<file path="src/rtl/seg_scan_ctrl_if.sv">
// seg_scan_ctrl_if: display data, load handshake and scan outputs between a
// display client (master) and seg_scan_ctrl (slave).
interface seg_scan_ctrl_if #(
    parameter int unsigned NUM_DIGITS = 6
) ();
    logic [4*NUM_DIGITS-1:0] digits_in;
    logic                    load_req;
    logic [NUM_DIGITS-1:0]   blank_mask;
    logic                    load_ack;
    logic                    frame_start;
    logic [4:0]              hex_code;
    logic [NUM_DIGITS-1:0]   digit_sel;

    modport master (
        output digits_in, load_req, blank_mask,
        input  load_ack, frame_start, hex_code, digit_sel
    );

    modport slave (
        input  digits_in, load_req, blank_mask,
        output load_ack, frame_start, hex_code, digit_sel
    );
endinterface

</file>
<file path="src/rtl/seg_scan_ctrl.sv">
// seg_scan_ctrl: time-multiplexed scan of NUM_DIGITS common-anode digits onto
// one shared hex decoder. Display data is shadowed at frame wrap only, so a
// new value never tears mid-frame. Each digit slot starts with GUARD dark
// cycles to suppress ghosting.
// Optional build macro SEG_LZ_BLANK_EN enables leading-zero suppression.
module seg_scan_ctrl #(
    parameter int unsigned NUM_DIGITS = 6,
    parameter int unsigned DIV        = 50000,
    parameter int unsigned GUARD      = 8
) (
    input logic            clk,
    input logic            resetN,
    seg_scan_ctrl_if.slave bus
);
    localparam int unsigned IW = (NUM_DIGITS > 1) ? $clog2(NUM_DIGITS) : 1;
    localparam int unsigned TW = $clog2(DIV);
    localparam int unsigned GW = (GUARD > 1) ? $clog2(GUARD) : 1;

    localparam logic [IW-1:0] LAST_IDX   = IW'(NUM_DIGITS - 1);
    localparam logic [TW-1:0] LAST_TICK  = TW'(DIV - 1);
    localparam logic [GW-1:0] LAST_GUARD = GW'(GUARD - 1);
    localparam logic [4:0]    HEX_BLANK  = 5'h10;

    typedef enum logic {st_guard, st_drive} state_e;

    state_e                  state_q, state_d;
    logic [TW-1:0]           tick_cnt_q, tick_cnt_d;
    logic [IW-1:0]           idx_q, idx_d;
    logic [GW-1:0]           guard_cnt_q, guard_cnt_d;
    logic [4*NUM_DIGITS-1:0] shadow_q, shadow_d;
    logic [NUM_DIGITS-1:0]   lz_d;
    logic [NUM_DIGITS-1:0]   blank_eff;
    logic [NUM_DIGITS-1:0]   sel_d, digit_sel_q;
    logic [4:0]              hex_d, hex_code_q;
    logic                    load_ack_q, frame_start_q;
    logic                    tick, wrap, capture;

    assign tick    = (tick_cnt_q == LAST_TICK);
    assign wrap    = tick && (idx_q == LAST_IDX);
    assign capture = wrap && bus.load_req;

`ifdef SEG_LZ_BLANK_EN
    logic [NUM_DIGITS-1:0] lz_q, lz_new;
    logic                  lz_all_zero;

    // Blank zero nibbles from the top digit down to the first non-zero one; digit 0 never.
    always_comb begin
        lz_all_zero = 1'b1;
        lz_new      = '0;
        for (int i = NUM_DIGITS - 1; i >= 1; i--) begin
            lz_all_zero = lz_all_zero && (bus.digits_in[4*i +: 4] == 4'h0);
            lz_new[i]   = lz_all_zero;
        end
    end

    assign lz_d = capture ? lz_new : lz_q;
`else
    assign lz_d = '0;
`endif

    // Next-state for slot timing, scan index, guard FSM, shadow and decoder outputs.
    always_comb begin
        tick_cnt_d  = tick ? '0 : tick_cnt_q + 1'b1;
        idx_d       = idx_q;
        state_d     = state_q;
        guard_cnt_d = guard_cnt_q;
        if (tick) begin
            // Slot boundary wins over a same-cycle guard expiry.
            idx_d       = (idx_q == LAST_IDX) ? '0 : idx_q + 1'b1;
            state_d     = st_guard;
            guard_cnt_d = '0;
        end else if (state_q == st_guard) begin
            guard_cnt_d = guard_cnt_q + 1'b1;
            if (guard_cnt_q == LAST_GUARD) begin
                state_d = st_drive;
            end
        end

        shadow_d  = capture ? bus.digits_in : shadow_q;
        blank_eff = bus.blank_mask | lz_d;

        sel_d = '1;
        hex_d = HEX_BLANK;
        if (state_d == st_drive) begin
            sel_d[idx_d] = 1'b0;
            hex_d = blank_eff[idx_d] ? HEX_BLANK : {1'b0, shadow_d[4*idx_d +: 4]};
        end
    end

    // All state and registered outputs; reset blanks the display immediately.
    always_ff @(posedge clk or negedge resetN) begin
        if (!resetN) begin
            state_q       <= st_guard;
            tick_cnt_q    <= '0;
            idx_q         <= '0;
            guard_cnt_q   <= '0;
            shadow_q      <= '0;
            digit_sel_q   <= '1;
            hex_code_q    <= HEX_BLANK;
            load_ack_q    <= 1'b0;
            frame_start_q <= 1'b0;
`ifdef SEG_LZ_BLANK_EN
            lz_q          <= '0;
`endif
        end else begin
            state_q       <= state_d;
            tick_cnt_q    <= tick_cnt_d;
            idx_q         <= idx_d;
            guard_cnt_q   <= guard_cnt_d;
            shadow_q      <= shadow_d;
            digit_sel_q   <= sel_d;
            hex_code_q    <= hex_d;
            load_ack_q    <= capture;
            frame_start_q <= wrap;
`ifdef SEG_LZ_BLANK_EN
            lz_q          <= lz_d;
`endif
        end
    end

    assign bus.digit_sel   = digit_sel_q;
    assign bus.hex_code    = hex_code_q;
    assign bus.load_ack    = load_ack_q;
    assign bus.frame_start = frame_start_q;
endmodule

</file>
<file path="src/flat_wrapper.sv">
// flat-port wrapper written by rule: the top's interface ports become plain ports
module seg_scan_ctrl_flat 
#(
    parameter int unsigned NUM_DIGITS = 6,
    parameter int unsigned DIV        = 50000,
    parameter int unsigned GUARD      = 8
)
  (clk, resetN, bus_digits_in, bus_load_req, bus_blank_mask, bus_load_ack, bus_frame_start, bus_hex_code, bus_digit_sel);
  seg_scan_ctrl_if #(.NUM_DIGITS(NUM_DIGITS)) bus_i ();
  input logic clk;
  input logic resetN;
  input wire logic [$bits(bus_i.digits_in)-1:0] bus_digits_in;
  input wire logic [$bits(bus_i.load_req)-1:0] bus_load_req;
  input wire logic [$bits(bus_i.blank_mask)-1:0] bus_blank_mask;
  output wire logic [$bits(bus_i.load_ack)-1:0] bus_load_ack;
  output wire logic [$bits(bus_i.frame_start)-1:0] bus_frame_start;
  output wire logic [$bits(bus_i.hex_code)-1:0] bus_hex_code;
  output wire logic [$bits(bus_i.digit_sel)-1:0] bus_digit_sel;
  assign bus_i.digits_in = bus_digits_in;
  assign bus_i.load_req = bus_load_req;
  assign bus_i.blank_mask = bus_blank_mask;
  assign bus_load_ack = bus_i.load_ack;
  assign bus_frame_start = bus_i.frame_start;
  assign bus_hex_code = bus_i.hex_code;
  assign bus_digit_sel = bus_i.digit_sel;
  seg_scan_ctrl #(.NUM_DIGITS(NUM_DIGITS), .DIV(DIV), .GUARD(GUARD)) u_core (.clk(clk), .resetN(resetN), .bus(bus_i));
endmodule
</file>
<file path="config.mk">
export PLATFORM = sky130hd
export DESIGN_NAME = seg_scan_ctrl_flat
export DESIGN_NICKNAME = d
export VERILOG_FILES = /design/src/rtl/seg_scan_ctrl_if.sv /design/src/rtl/seg_scan_ctrl.sv /design/src/flat_wrapper.sv
export SDC_FILE = /design/constraint.sdc
export NUM_CORES = 1
export LEC_CHECK = 0
export ABC_AREA = 1
export CAP_MARGIN = 20
export CORE_UTILIZATION = 45
export CTS_CLUSTER_SIZE = 40
export DETAILED_ROUTE_END_ITERATION = 12
export GPL_TIMING_DRIVEN = 0
export PLACE_DENSITY = 0.66
export SYNTH_ARGS = -nofsm -noshare
export SYNTH_HDL_FRONTEND = slang
export SYNTH_SLANG_ARGS = --single-unit
</file>
<file path="constraint.sdc">
create_clock -name clk -period 2.4 [get_ports clk]
set_input_delay 0.24 -clock clk [delete_from_list [all_inputs] [get_ports clk]]
set_output_delay 0.24 -clock clk [all_outputs]
set_load 0.03 [all_outputs]
</file>
==> summary.md, run 1 <==
| Metric | Value |
|---|---|
| Largest net degree at the start of global routing | `33` |
| CTS tree | `yes` |
| Row count | `30` |
| TritonCTS Buffers | `9` |
| Drt first-iter violations | `107` |
| # fillers | `642` |
| Slew Limit Fails | `0` |
| Routed wire length | `6730 µm` |
| Final Util | `0.586` |
| DR pass1 iterations | `4` |
| Max-slew headroom | `0.556` |
| Reg power frac | `0.512` |
| DP Area | `3850 µm²` |
| Reg2Reg Setup Slack | `0.35 ns` |
| Ports | `46` |
| Status | `complete, no violations` |
| Ys async rst share | `1.00` |
| Crit-path max FO | `8` |
| Clock root cell | `clkbuf_8` |
| Switching part of the total | `0.224` |
| Peak supply drop | `363 µV` |
| Final Critical Period | `2.05 ns` |
| Via count | `2,633` |
| Yosys Warn Count | `0` |
| Clk sinks | `60` |
| Worst Path Arrival | `2.28 ns` |
| First-pass GRT wire length | `11,500 µm` |
| Die width | `87.2 µm` |
| Final setup vio count | `0` |
| Nets@finish | `488` |
| Die area | `7610 µm²` |
| Number of buffers added on ports | `45` |
| Maxcap violations | `0` |
| Area Overhead vs Synth | `23.8%` |
| # hold bufs at CTS | `1` |
| RR Startpoint | `u_core.tick_cnt_q[0]` |
| Clock power share | `0.411` |
| Clock Latency Late Sink | `0.34 ns` |
| Worst R2R Path Depth | `12` |
| Synth cell types | `35` |
| Hold Vio Cnt, Final | `0` |
| Cell Int Power | `around 1.6 mW` |
| Post-DRT Antenna Nets | `0` |
| Number of synthesized flops with an enable pin | `0` |
| Reg2reg end | `u_core.bus.hex_code[1]` |
| Antenna violations before repair | `0` |
| Worst hold stages | `1` |
| Remaining DRCs | `0` |
| Hold_ws | `0.462 ns` |
| Vias in the first global route | `2,501` |
| Actual slew at the worst max-slew pin | `around 0.67 ns` |
| Core Footprint | `6910 µm²` |
| Fmax | `just under 0.5 GHz` |
| Hold Crit Start | `u_core.tick_cnt_q[0]` |
| Post-synth top area share | `0.406` |
| Post-route cell area | `4050 µm²` |
| Yosys top cell by area | `dfrtp_1` |
| Required @ worst endpoint | `2.63 ns` |
| Gr usage total | `0.199` |
| Worst-case clock buffer depth | `2` |
| Leak Pwr | `2.09 nW` |
| Post-CTS setup buffers | `0` |
| Final Skew | `between 0.01 and 0.015 ns` |
| Maximum level of the CTS H-tree | `3` |
| GRT Residual Overflow | `0` |
| CP Launch Type | `flop` |
| Net switching power | `0.452 mW` |
| Layout cells sized above 1 | `0.177` |
| Cells after Synth | `between 300 and 400` |
| Hold Path End | `u_core.tick_cnt_q[0]` |
| GPL Wtd Cong | `0.849` |
| Fin crit share | `0.854` |
| RSZ-0062 raised after global routing | `no` |
| DP HPWL | `5090 µm` |
| Seq/Total Area, Yosys | `0.462` |
| Crit. End Element | `flop` |
| Ys flop type | `dfrtp_1` |
| Syn Std Cell Area | `~3300 µm²` |
| Drt wl/cell | `12.2 µm` |
| Vias/cell | `4.76` |
| Final Power | `2.02 mW` |
| Largest cells by area after synthesis | `dfrtp_1, nand2_1, nand3_1, inv_1, dfstp_2` |
| Post-Syn Area per Cell | `roughly 8.3 µm²` |
| HP Class | `flop to flop` |
| Post-Syn Nets | `430` |
| Critical path class | `flop to flop` |
| Comb power frac | `0.077` |
| Setup TNS Final | `0 ns` |
| Seq cells post-synth | `60` |
| Die H | `87.2 µm` |
| Clk pin slew, worst setup/hold paths | `about 0.06 ns` |
| Ant diodes | `0` |
| PwrDens | `about 500 nW/µm²` |
| Post-CTS sizing | `0` |
| Starting density of the core | `0.473` |
## worst max path at each step
| stage | startpoint | endpoint | slack [ns] | depth (start not counted) |
|---|---|---|---|---|
| after global placement | resetN | u_core.shadow_q[8] | -0.87 | 1 |
| after floorplan | u_core.tick_cnt_q[0] | u_core.bus.hex_code[1] | 0.70 | 11 |
| after detailed placement | u_core.tick_cnt_q[0] | u_core.bus.hex_code[1] | 0.37 | 12 |
| final | u_core.tick_cnt_q[0] | u_core.bus.hex_code[1] | 0.35 | 12 |
| after global routing | u_core.tick_cnt_q[0] | u_core.bus.hex_code[1] | 0.10 | 12 |
| after CTS | u_core.tick_cnt_q[0] | u_core.bus.hex_code[1] | 0.33 | 12 |
## state kept, by name (all words and copies together), names as in the netlist
register / cells
u_core.tick_cnt_q: 16
u_core.bus.load_ack: 1
u_core.bus.hex_code: 5
u_core.guard_cnt_q: 3
u_core.state_q: 1
u_core.shadow_q: 24
u_core.idx_q: 3
u_core.bus.frame_start: 1
u_core.bus.digit_sel: 6
## metrics by stage
stage | worst slack [ns] | std cells
final | 0.351 | 553
after global routing | 0.103 | 553
after CTS | 0.334 | 553
after detailed placement | 0.366 | 536
after global placement | -0.867 | 535
after floorplan | 0.696 | 394
## cell type report
type                            count  area, µm²  area share
Clock buffer                       14        173      0.0427
Inverter                           64        246      0.0609
Timing Repair Buffer               47        475       0.117
Tap cell                           96        120      0.0297
Sequential cell                    60       1510       0.373
Clock inverter                      2       10.0     0.00247
Buffer                              7       58.8      0.0145
Multi-Input combinational cell    263       1450       0.359
## cells in the final DEF, fill, tap and decap left out, drive strengths merged
| cell type | netlist | routed |
|---|---|---|
| clkinv | 1 | 3 |
| buf | 7 | 9 |
| nor2 | 33 | 33 |
| a21oi | 6 | 6 |
| a221oi | 1 | 1 |
| and2 | 16 | 16 |
| nor3 | 6 | 6 |
| xnor2 | 1 | 1 |
| nand3 | 54 | 54 |
| nor3b | 1 | 1 |
| clkbuf | 0 | 14 |
| nand4 | 9 | 9 |
| clkdlybuf4s50 | 0 | 44 |
| dlygate4sd3 | 0 | 1 |
| ha | 3 | 3 |
| xor2 | 4 | 4 |
| nand2 | 121 | 121 |
| inv | 63 | 63 |
| a31oi | 2 | 2 |
| o211ai | 1 | 1 |
| dfrtp | 53 | 53 |
| dfstp | 7 | 7 |
| o21ai | 5 | 5 |
## critical path: stages (launching register included)
cell	delay (ns)
dfrtp_1	0.36
ha_1	0.24
nand3_4	0.15
inv_2	0.10
nand2_1	0.08
nor2_4	0.20
nand3_1	0.27
nand2_1	0.16
nand3_1	0.08
nand3_1	0.11
nand2_1	0.06
nand2_1	0.09
nor2_1	0.05
## per-layer routing
metal | GRT usage | routed length [µm]
met1 | 0.261 | 3220
met2 | 0.325 | 3130
met3 | 0.0588 | 296
met4 | 0.0492 | 74
met5 | 0 | 0
## cell families after synthesis
family,count (synthesis),synth area share
AOI/OAI and AO/OA,15,0.0256
xor gates and xnor gates,5,0.0134
adders and majority gates,3,0.0115
buffers and inverters,71,0.0934
DFF,60,0.462
and+or+nand+nor,240,0.394
## power by group through the flow
stage	Clock [mW]	Combinational, mW	Sequential, mW
2_1_floorplan	0	0.0500	1.06
3_3_place_gp	0	0.152	1.05
3_5_place_dp	0	0.156	1.05
4_1_cts	0.852	0.159	1.04
5_1_grt	0.898	0.174	1.04
6_report	0.831	0.155	1.04
## cell usage after synthesis (4+ instances only)
master and n:
nor2_2 6, inv_1 58, dfstp_2 7, nor2_4 5, xor2_1 4, and2_1 16
nor2_1 20, nand2_2 15, nand2_4 10, a21oi_1 6, nand3_1 49, o21ai_0 4
nand4_1 9, nand2_1 96, nand3_2 4, dfrtp_1 53, nor3_1 4
Power figures use the tool's default switching activity.
==> inputs of run 2 (changes only) <==
- CTS_CLUSTER_DIAMETER: not set -> 150
==> results of run 2 <==
No change in the layout: final DEF, timing and power equal those of run 1.
==> inputs of run 3 (changes only) <==
- ABC_AREA: 1 -> not set
- PLACE_DENSITY: 0.66 -> 0.69
- clock period: 2.4 -> 1.7 ns (I/O delays scaled with it)
==> run 3 against run 2 <==
  * The run now ends with negative setup slack left
  * Routed wire length is 24% higher
  * Non-clock buffer count increased by 42
  * Sequential cell count did not move
  * Global-route usage is 2.8 points higher
  * Clock-buffer cell count fell by 3
  * Sequential power is 38% higher
  * Maximum frequency down 9.1%
  * Critical path depth is 6 lower
  * Total power increased by 47%
  * Die area fell by 11%
  * Area after synthesis shrank 11%
  * Critical path type unchanged
  * Critical endpoint is now u_core.bus.hex_code[0]
==> summary.md, run 3 <==
| Metric | Value |
|---|---|
| Worst R2R Path Depth | `6 (was 12)` |
| Antenna violations before repair | `0 (unchanged)` |
| Die H | `82.3 µm (was 87.2 µm)` |
| Ys flop type | `dfrtp_1 (unchanged)` |
| TritonCTS Buffers | `9 (unchanged)` |
| Most common cell after layout, fill and taps aside | `dfrtp_1 (was nand2_1)` |
| Die width | `82.3 µm (was 87.2 µm)` |
| Maximum level of the CTS H-tree | `3 (unchanged)` |
| PwrDens | `669 nW/µm² (was 500 nW/µm²)` |
| Largest Register | `u_core.shadow_q (unchanged)` |
| Critical path class | `flop to flop (unchanged)` |
| Post-synth top area share | `0.457 (was 0.406)` |
| Syn Std Cell Area | `2900 µm² (was 3270 µm²)` |
| Worst-case clock buffer depth | `2 (unchanged)` |
| Placed Cells | `407 (was 536)` |
| Yosys top cell by area | `dfrtp_1 (unchanged)` |
| Highest metal used | `met4 (unchanged)` |
| Final setup vio count | `33 (was 0)` |
| Required @ worst endpoint | `1.93 ns (was 2.63 ns)` |
| Cells after Synth | `286 (was 394)` |
| Reg2reg end | `u_core.bus.hex_code[0] (was u_core.bus.hex_code[1])` |
| Post-DRT Antenna Nets | `0 (unchanged)` |
| Final Critical Period | `2.26 ns (was 2.05 ns)` |
| Starting density of the core | `0.479 (was 0.473)` |
| Final Power | `2.98 mW (was 2.02 mW)` |
| RSZ-0062 raised after global routing | `yes (was no)` |
| Via count | `2,565 (was 2,633)` |
| Area of the multi-input gates | `1650 µm² (was 1450 µm²)` |
| Fmax | `0.443 GHz (was 0.488 GHz)` |
| Clk sinks | `60 (unchanged)` |
| Leak Pwr | `2.14 nW (was 2.09 nW)` |
| Reg2Reg Setup Slack | `-0.56 ns (was 0.35 ns)` |
| CP max stage cell | `dfrtp_1 (unchanged)` |
| Status | `finished, violations left (was complete, no violations)` |
| Commonest cells post-synth | `nand2_1, dfrtp_1, nor2_1, clkbuf_1, xor2_1 (was nand2_1, inv_1, dfrtp_1, nand3_1, nor2_1)` |
| Drt first-iter violations | `157 (was 107)` |
| DR pass1 iterations | `4 (unchanged)` |
| Largest stage delay on the critical path | `0.38 ns (was 0.36 ns)` |
| Drt wl/cell | `18.1 µm (was 12.2 µm)` |
| Register area | `1520 µm² (was 1510 µm²)` |
| CP Buf/Inv Count | `1 (unchanged)` |
| Clock root cell | `clkbuf_8 (unchanged)` |
| Routed wire length | `8320 µm (was 6730 µm)` |
| # fillers | `402 (was 642)` |
| Failing checks | `negative setup slack` |
| CP dominant cell by count | `a2111oi_4 (was nand2_1)` |
| Gr usage total | `0.227 (was 0.199)` |
| Seq/Total Area, Yosys | `0.520 (was 0.462)` |
| Setup ws final | `-0.555 ns (was 0.351 ns)` |
| Die area | `6780 µm² (was 7610 µm²)` |
| GPL Wtd Cong | `0.790 (was 0.849)` |
| Ant diodes | `0 (unchanged)` |
| Number of buffers added on ports | `45 (unchanged)` |
| Clock power share | `0.475 (was 0.411)` |
| Hold Vio Cnt, Final | `0 (unchanged)` |
| Cell with the most instances after synthesis | `nand2_1 (unchanged)` |
| Vias in the first global route | `2,293 (was 2,501)` |
| Row count | `28 (was 30)` |
| Post-Layout Cell Count | `459 (was 553)` |
| Synth cell types | `44 (was 35)` |
| Ys async rst share | `1.00 (unchanged)` |
| Cell Int Power | `2.37 mW (was 1.57 mW)` |
| Max-slew headroom | `0.614 (was 0.556)` |
| CP top delay family | `compound AO/OA/AOI/OAI gates (was simple AND/OR/NAND/NOR gates)` |
| Area Overhead vs Synth | `53.5% (was 23.8%)` |
| Post-Syn Area per Cell | `10.2 µm² (was 8.30 µm²)` |
| Core Footprint | `6060 µm² (was 6910 µm²)` |
| Commonest non-fill, non-tap cells in the layout | `dfrtp_1, nand2_1, clkdlybuf4s50_1 (was nand2_1, inv_1, dfrtp_1)` |
| Number of synthesized flops with an enable pin | `0 (unchanged)` |
| Peak supply drop | `567 µV (was 363 µV)` |
| Worst Path Arrival | `2.49 ns (was 2.28 ns)` |
| Yosys Warn Count | `0 (unchanged)` |
| Largest net degree at the start of global routing | `42 (was 33)` |
| Post-Syn Nets | `322 (was 430)` |
| Final Skew | `0.00916 ns (was 0.0105 ns)` |
| Crit-path max FO | `10 (was 8)` |
| Flip-flop count of the largest register after layout | `24 (unchanged)` |
| Reg power frac | `0.480 (was 0.512)` |
| First-pass GRT wire length | `11,100 µm (was 11,500 µm)` |
| Seq cells post-synth | `60 (unchanged)` |
| Crit. End Element | `flop (unchanged)` |
| Nets@finish | `415 (was 488)` |
| Largest cells by area after synthesis | `dfrtp_1, nand2_1, dfstp_2, nor2_1, mux2i_1 (was dfrtp_1, nand2_1, nand3_1, inv_1, dfstp_2)` |
| Setup TNS Final | `-11.72 ns (was 0 ns)` |
| Net switching power | `0.614 mW (was 0.452 mW)` |
| Maxcap violations | `0 (unchanged)` |
| CP Launch Type | `flop (unchanged)` |
| Comb power frac | `0.045 (was 0.077)` |
| Clk pin slew, worst setup/hold paths | `0.07 ns (was 0.06 ns)` |
| CTS tree | `yes (unchanged)` |
| GRT Residual Overflow | `0 (unchanged)` |
| DR WL met3 | `515 µm (was 296 µm)` |
| Vias/cell | `5.59 (was 4.76)` |
| DP HPWL | `4530 µm (was 5090 µm)` |
| Layout cells sized above 1 | `0.365 (was 0.177)` |
| Clock Latency Late Sink | `0.34 ns (about the same)` |
| Ports | `46 (unchanged)` |
| WL met1 | `3280 µm (was 3220 µm)` |
| HP Class | `primary input to asynchronous set/reset pin (was flop to flop)` |
| Remaining DRCs | `0 (unchanged)` |
| Actual slew at the worst max-slew pin | `0.572 ns (was 0.666 ns)` |
| Switching part of the total | `0.206 (was 0.224)` |
| Slew Limit Fails | `0 (unchanged)` |
| RR Startpoint | `u_core.idx_q[1] (was u_core.tick_cnt_q[0])` |
| Fin crit share | `1.33 (was 0.854)` |
| CP Cell Sequence | `clkbuf_1 -> nor2b_2 -> a32o_1 -> a2111oi_4 -> o21ai_4 -> a2111oi_4 (was ha_1 -> nand3_4 -> inv_2 -> nand2_1 -> nor2_4 -> nand3_1 -> nand2_1 -> nand3_1 -> nand3_1 -> nand2_1 -> nand2_1 -> nor2_1)` |
| WL met2 | `4180 µm (was 3130 µm)` |
[run 3: cell types whose count changed after synthesis, moves of 8 or more]
cell	delta
and2_1	-13
nand2_1	-27
nor2_1	+8
mux2i_1	+9
clkbuf_1	+10
nand2_4	-10
nand3_1	-40
nand2_2	-15
inv_1	-52
[run 3: area by class of cell]
class,count,area share
clock inverters,5,0.0168
repair buffers,84,0.191
inverters,6,0.00561
flip-flops and latches,60,0.340
plain buffers,12,0.0241
multi-input cells,206,0.369
clock buffers,11,0.0317
well taps,75,0.0211
[run 3: layer usage]
metal	global-route usage	vias to the layer above
li1	-	1183
met1	0.291	1249
met2	0.360	105
met3	0.0462	28
met4	0.126	0
met5	0	-
[run 3: power groups by stage]
stage	clock network, mW	registers (mW)	logic (mW)
after floorplan	0	1.46	0.00592
after global placement	0	1.46	0.113
after detailed placement	0	1.46	0.120
after CTS	1.42	1.43	0.131
after global routing	1.51	1.43	0.145
final	1.42	1.43	0.133
[run 3: how the worst max path moves through the flow]
stage	start	endpoint	slack, ns	cells past startpoint
2_1_floorplan	u_core.tick_cnt_q[10]	u_core.bus.hex_code[3]	-0.47	6
3_3_place_gp	resetN	u_core.shadow_q[6]	-1.37	1
3_5_place_dp	u_core.idx_q[0]	u_core.bus.hex_code[0]	-0.82	6
4_1_cts	u_core.tick_cnt_q[13]	u_core.bus.hex_code[2]	-0.49	7
5_1_grt	u_core.idx_q[1]	u_core.bus.hex_code[2]	-0.64	6
6_report	u_core.idx_q[1]	u_core.bus.hex_code[0]	-0.56	6
[run 3: stage by stage]
step | util | hold slack (ns) | instance area (µm²) | worst slack [ns]
global placement | 0.578 | 0.443 | 3500 | -1.37
CTS | 0.670 | 0.320 | 4060 | -0.489
detailed placement | 0.581 | 0.146 | 3520 | -0.821
floorplan | - | -0.126 | 2960 | -0.471
global route | 0.735 | 0.350 | 4460 | -0.643
finish | 0.735 | 0.321 | 4460 | -0.555
[run 3: worst reg2reg max path, stage by stage, from the launching register on]
cell	delay (ns)
dfrtp_1	0.38
clkbuf_1	0.22
nor2b_2	0.29
a32o_1	0.32
a2111oi_4	0.35
o21ai_4	0.20
a2111oi_4	0.36
[run 3: kinds of logic (layout without fill, tap and decap cells)]
logic type / Yosys count / count (layout) / share of synthesized area
adder cells (fa/ha/maj): 3 / 3 / 0.0129
XOR/XNOR: 15 / 15 / 0.0478
AO/OA/AOI/OAI: 34 / 34 / 0.0969
multiplexers: 14 / 14 / 0.0513
buffers and inverters: 20 / 118 / 0.0319
flip-flops: 60 / 60 / 0.520
AND/OR/NAND/NOR: 140 / 140 / 0.239
[run 3: repair_timing]
item,CTS,global route
hold buffers,1,0
resized for setup,36,67
hold endpoints to repair,13,0
cloned,0,2
pin swaps,10,22
buffers inserted,21,14
endpoints found under the setup margin,47,54
